`src/rtl/apb2axi_cpl_arbiter.sv`:
```
// Completion arbiter: merges read and write completions into the
// single completion FIFO push port through per-source elastic buffers.
module apb2axi_cpl_arbiter #(
    parameter int CPL_W     = 32,
    parameter int BUF_DEPTH = 2
) (
    input  logic                             aclk,
    input  logic                             areset,
    input  logic                             rd_cpl_vld,
    input  logic [CPL_W-1:0]                 rd_cpl_data,
    output logic                             rd_cpl_rdy,
    input  logic                             wr_cpl_vld,
    input  logic [CPL_W-1:0]                 wr_cpl_data,
    output logic                             wr_cpl_rdy,
    output logic                             cq_push_vld,
    output logic [CPL_W-1:0]                 cq_push_data,
    input  logic                             cq_push_rdy,
    output logic [$clog2(BUF_DEPTH+1)-1:0]   rd_occ,
    output logic [$clog2(BUF_DEPTH+1)-1:0]   wr_occ,
    output logic                             last_grant,
    output logic [15:0]                      cpl_cnt
);

    localparam int OCC_W = $clog2(BUF_DEPTH + 1);
    localparam int PTR_W = $clog2(BUF_DEPTH);
    localparam logic [OCC_W-1:0] OCC_FULL = OCC_W'(BUF_DEPTH);
    localparam logic [OCC_W-1:0] OCC_ONE  = OCC_W'(1);
    localparam logic [PTR_W-1:0] PTR_ONE  = PTR_W'(1);

    logic [CPL_W-1:0] rd_mem [BUF_DEPTH];
    logic [CPL_W-1:0] wr_mem [BUF_DEPTH];
    logic [PTR_W-1:0] rd_wptr;
    logic [PTR_W-1:0] rd_rptr;
    logic [PTR_W-1:0] wr_wptr;
    logic [PTR_W-1:0] wr_rptr;

    logic             rd_push;
    logic             wr_push;
    logic             rd_pop;
    logic             wr_pop;
    logic             rd_ne;
    logic             wr_ne;
    logic             out_free;
    logic             gnt_rd;
    logic             gnt_wr;
    logic [CPL_W-1:0] pop_data;

    // Ready depends only on registered occupancy; held low during reset
    always_comb begin
        rd_cpl_rdy = !areset && (rd_occ < OCC_FULL);
        wr_cpl_rdy = !areset && (wr_occ < OCC_FULL);
        rd_push    = rd_cpl_vld && rd_cpl_rdy;
        wr_push    = wr_cpl_vld && wr_cpl_rdy;
        rd_ne      = (rd_occ != '0);
        wr_ne      = (wr_occ != '0);
        out_free   = !cq_push_vld || cq_push_rdy;
    end

    // Round-robin grant: a tie goes to the source not granted last
    always_comb begin
        gnt_rd = 1'b0;
        gnt_wr = 1'b0;
        if (out_free) begin
            unique case (1'b1)
                (rd_ne && !wr_ne): gnt_rd = 1'b1;
                (!rd_ne && wr_ne): gnt_wr = 1'b1;
                (rd_ne && wr_ne): begin
                    gnt_rd = last_grant;
                    gnt_wr = !last_grant;
                end
                default: ;
            endcase
        end
    end

    // Pop strobes and head-of-buffer selection for the output stage
    always_comb begin
        rd_pop   = gnt_rd;
        wr_pop   = gnt_wr;
        pop_data = gnt_wr ? wr_mem[wr_rptr] : rd_mem[rd_rptr];
    end

    // Buffer storage; contents need no reset
    always_ff @(posedge aclk) begin
        if (rd_push) rd_mem[rd_wptr] <= rd_cpl_data;
        if (wr_push) wr_mem[wr_wptr] <= wr_cpl_data;
    end

    // Read buffer pointers and occupancy
    always_ff @(posedge aclk) begin
        if (areset) begin
            rd_wptr <= '0;
            rd_rptr <= '0;
            rd_occ  <= '0;
        end else begin
            if (rd_push) rd_wptr <= rd_wptr + PTR_ONE;
            if (rd_pop)  rd_rptr <= rd_rptr + PTR_ONE;
            case ({rd_push, rd_pop})
                2'b10:   rd_occ <= rd_occ + OCC_ONE;
                2'b01:   rd_occ <= rd_occ - OCC_ONE;
                default: rd_occ <= rd_occ;
            endcase
        end
    end

    // Write buffer pointers and occupancy
    always_ff @(posedge aclk) begin
        if (areset) begin
            wr_wptr <= '0;
            wr_rptr <= '0;
            wr_occ  <= '0;
        end else begin
            if (wr_push) wr_wptr <= wr_wptr + PTR_ONE;
            if (wr_pop)  wr_rptr <= wr_rptr + PTR_ONE;
            case ({wr_push, wr_pop})
                2'b10:   wr_occ <= wr_occ + OCC_ONE;
                2'b01:   wr_occ <= wr_occ - OCC_ONE;
                default: wr_occ <= wr_occ;
            endcase
        end
    end

    // Output register: load on grant, clear once consumed with nothing new
    always_ff @(posedge aclk) begin
        if (areset) begin
            cq_push_vld  <= 1'b0;
            cq_push_data <= '0;
            last_grant   <= 1'b1;
        end else if (gnt_rd || gnt_wr) begin
            cq_push_vld  <= 1'b1;
            cq_push_data <= pop_data;
            last_grant   <= gnt_wr;
        end else if (cq_push_rdy) begin
            cq_push_vld  <= 1'b0;
        end
    end

    // Saturating count of delivered completions
    always_ff @(posedge aclk) begin
        if (areset) begin
            cpl_cnt <= '0;
        end else if (cq_push_vld && cq_push_rdy && (cpl_cnt != 16'hFFFF)) begin
            cpl_cnt <= cpl_cnt + 16'd1;
        end
    end

endmodule

```
`config.mk`:
```
export PLATFORM = sky130hd
export DESIGN_NAME = apb2axi_cpl_arbiter
export DESIGN_NICKNAME = d
export VERILOG_FILES = /design/src/rtl/apb2axi_cpl_arbiter.sv
export SDC_FILE = /design/constraint.sdc
export NUM_CORES = 1
export LEC_CHECK = 0
export CAP_MARGIN = 10
export CORE_MARGIN = 5
export CORE_UTILIZATION = 40
export CTS_BUF_LIST = sky130_fd_sc_hd__clkbuf_16
export DETAILED_ROUTE_END_ITERATION = 7
export HOLD_SLACK_MARGIN = 0.03
export PLACE_DENSITY = 0.66
export RECOVER_POWER = 100
export SYNTH_ARGS = -nofsm -noshare
export SYNTH_HDL_FRONTEND = slang
export SYNTH_SLANG_ARGS = --single-unit
export TNS_END_PERCENT = 10
```
`constraint.sdc`:
```
create_clock -name aclk -period 2.8 [get_ports aclk]
set_input_delay 0.56 -clock aclk [delete_from_list [all_inputs] [get_ports aclk]]
set_output_delay 0.56 -clock aclk [all_outputs]
set_load 0.05 [all_outputs]
```
==> summary.md <==
| Metric | Value |
|---|---|
| WP data arrival | 2.72 ns |
| Worst Tran Pin Value | 1.728 ns |
| Final routed wire length divided by cell count | 17.42 um |
| Endpoint of the worst register-to-register path | rd_mem[1][14] |
| Root buffer selected by CTS | sky130_fd_sc_hd__clkbuf_16 |
| Flop and latch count out of synthesis | 188 |
| Synthesized instance count | 511 |
| Finish-stage setup viols | 0 |
| Required time of the critical path | 3.14 ns |
| Status | finished with violations |
| Worst-path fanout max | 6 |
| Setup repair after global routing missed its margin | no |
| Setup TNS | 0 ns |
| Clock-pin transition on the worst setup and hold timing paths | 0.07 ns |
| Setup slack of the worst register-to-register path | 0.45 ns |
| Static leakage | 0.003224 uW |
| Post-cts repair resize count | 0 |
| Post-route clock skew | 0.008205 ns |
| Worst-skew pair later-pin latency | 0.42 ns |
| Bufs on Longest Clock Path | 2 |
| Class of the tightest hold or removal check | reg -> reg |
| Via count of the first global-routing pass | 4668 |
| Total detailed-routing wirelength | 15380 um |
| Avg Synthesized Cell Area | 14.23 um^2 |
| Area of the core | 0.01790 mm^2 |
| Upper clock frequency limit | 0.4206 GHz |
| Largest net degree at the start of global routing | 59 |
| Violated checks | max-capacitance violations, max-slew violations |
| Detailed placer's ending HPWL | 10280 um |
| Clock tree from TritonCTS | done |
| Post-route DRC | 0 |
| Slew headroom | -15.22% |
| Most frequent cells in the layout | 128 x sky130_fd_sc_hd__edfxtp_1, 119 x sky130_fd_sc_hd__dlygate4sd3_1, 58 x sky130_fd_sc_hd__dfxtp_1, 55 x sky130_fd_sc_hd__nand2_1, 34 x sky130_fd_sc_hd__mux2i_1 |
| Main combinational cell family by area after synthesis | multiplexers |
| Worst ir drop on vdd | 0.5386 mV |
| Number of levels in the clock H-tree | 4 |
| Post-synthesis share of cell area spent on and, or, nand and nor gates | 8.448% |
| TritonCTS buffer count | 17 |
| Xor/xnor cell area share of the yosys netlist | 2.409% |
| Combined area of all synthesized cells | 0.007272 mm^2 |
| Std-Cell Rows | 49 |
| Worst-case reg-to-reg path depth | 2 |
| Hold-fix buffer count after cts | 0 |
| GR Overflow Total | 0 |
| Total iterations of the first detailed-routing run | 4 |
| Area growth syn-to-layout | 27.62% |
| Number of nets in the final layout | 711 |
| CP Capture Point | wr_occ[1] |
| Share of cells above drive strength 1 | 12.88% |
| Post-CTS Setup Repair Bufs | 0 |
| Placed Instance Area | 0.008781 mm^2 |
| Total count of hold-check failures in the final report | 0 |
| Total Routing Usage GR | 14.98% |
| Slowest cell on the critical path | sky130_fd_sc_hd__dlygate4sd3_1 |
| Source of the critical timing path | cq_push_rdy |
| Finished layout cell area | 0.009280 mm^2 |
| Dominant register cell in the synthesized netlist | sky130_fd_sc_hd__edfxtp_1 |
| Number of max-cap violations | 1 |
| IO Port Bufs | 124 |
| Number of vias per cell | 5.054 |
| Antenna Violating Nets Remaining | 0 |
| Top-level I/O count | 125 |
| Initial antenna violation count | 2 |
| Number of sinks driven by the clock tree | 188 |
| Count of flip-flops with a built-in enable after synthesis | 128 |
| Final-report max-slew violation count | 33 |
| Class of the most critical setup path | in -> reg |
| CP Cell Sequence | dlygate4sd3_1, nor2b_1, nor3_1, ha_1, or3_1, a21oi_1 |
| Die Y | 144.8 um |
| Synth Area in Adders | 0.5162% |
| Die ar. | 0.02098 mm^2 |
| Global placement routability congestion | 0.7773 |
| Final period utilization | 84.92% |
| Global-route wire length before repair | 24120 um |
| Critical path endpoint category | register |
| Initial core utilization | 40.62% |
| Power per standard cell area | 945.2 mW/mm^2 |
| Post-synth cell types | 44 |
| DR vias | 4463 |
| Min Clock Period, post-route | 2.378 ns |
| Die extent in x | 144.8 um |
| Count of routing violations after the opening detailed-route iteration | 188 |
| Sort of element at the start of the critical path | primary input |
| CP max stage delay | 0.58 ns |
| Most common cell after layout, fill and taps aside | sky130_fd_sc_hd__edfxtp_1 |
| Share of synthesized flip-flops with an asynchronous set or reset | 0% |
| Number of nets produced by synthesis | 583 |
| Compound-Gate Fraction of Synth Area | 7.485% |
| Sequential-to-total area share from yosys stat | 69.37% |
| Multiplexer fraction of the synthesized cell area | 9.635% |
| Critical R2R Launch | rd_occ[1] |
| Syn. warnings | 0 |
logic make-up after synthesis:
family                   Yosys count
flip-flops                       188
AND/OR/NAND/NOR                  122
AO/OA/AOI/OAI                     83
multiplexers                      66
buffers and inverters             29
XOR/XNOR                          20
adder cells (fa/ha/maj)            3
sequential cells by signal (all words and copies together) (netlist names), 2 cells and up, named ones only:
register and flops:
wr_occ 2, wr_mem 64, cpl_cnt 16, cq_push_data 32
rd_occ 2, rd_mem 64
through the flow:
step | worst slack, ns | total power, uW | hold WS [ns] | cells | utilization, %
finish | 0.4223 | 8772 | 0.4496 | 883 | 51.84
floorplan | -0.1150 | 5650 | 0.4725 | 511 | -
detailed placement | 0.2866 | 6596 | 0.4480 | 849 | 49.05
global placement | 0.3327 | 6521 | 0.4501 | 849 | 49.05
global route | 0.3200 | 9212 | 0.4746 | 881 | 51.81
CTS | 0.4655 | 9030 | 0.4575 | 881 | 52.40
cell usage after synthesis (all sizes together) (15+ instances only):
| cell | count | area, um^2 |
|---|---|---|
| a21oi | 28 | 147.6 |
| buf | 20 | 121.4 |
| dfxtp | 60 | 1201 |
| edfxtp | 128 | 3844 |
| mux2 | 32 | 360.4 |
| mux2i | 34 | 340.3 |
| nand2 | 55 | 206.5 |
| nor2 | 33 | 126.4 |
| o211ai | 26 | 195.2 |
| xor2 | 15 | 131.4 |
metal layers:
layer | up-vias | part of all wire (%) | track usage (%)
met1 | 2179 | 42 | 18.47
li1 | 2157 | - | -
met4 | 2 | 1.2 | 4.075
met5 | - | 0.046 | 0
met3 | 16 | 5.2 | 4.239
met2 | 109 | 51 | 25.85
report_power, final:
part / internal, uW / switching (uW) / leakage [uW]
registers: 3340 / 275 / 0.00167
logic: 975 / 1760 / 0.00127
clock network: 1400 / 1020 / 0.000290
area by class of cell:
| class | instances | area [um^2] |
|---|---|---|
| inverter | 3 | 11.26 |
| tap | 229 | 286.5 |
| antenna | 2 | 5.005 |
| clock inverter | 15 | 173.9 |
| fill | 1512 | 8622 |
| timing repair buffer | 135 | 1303 |
| clock buffer | 17 | 425.4 |
| multi-input combinational | 294 | 2028 |
| sequential | 188 | 5047 |
worst max-delay path, delay by kind of cell:
| kind | cells | cell delay (ns) |
|---|---|---|
| compound gates | 1 | 0.16 |
| buf+inv | 1 | 0.58 |
| simple gates | 3 | 1.06 |
| fa+ha+maj | 1 | 0.36 |
worst min-delay path by stage:
stage	slack, ns	from	cells past startpoint	end
finish	0.45	cq_push_data[6]	2	cq_push_data[6]
global route	0.47	cq_push_data[6]	2	cq_push_data[6]
CTS	0.46	cq_push_data[6]	2	cq_push_data[6]
detailed placement	0.45	cq_push_data[6]	2	cq_push_data[6]
global placement	0.45	cq_push_data[10]	2	cq_push_data[10]
floorplan	0.47	rd_rptr	2	register
Power figures use the tool's default switching activity.
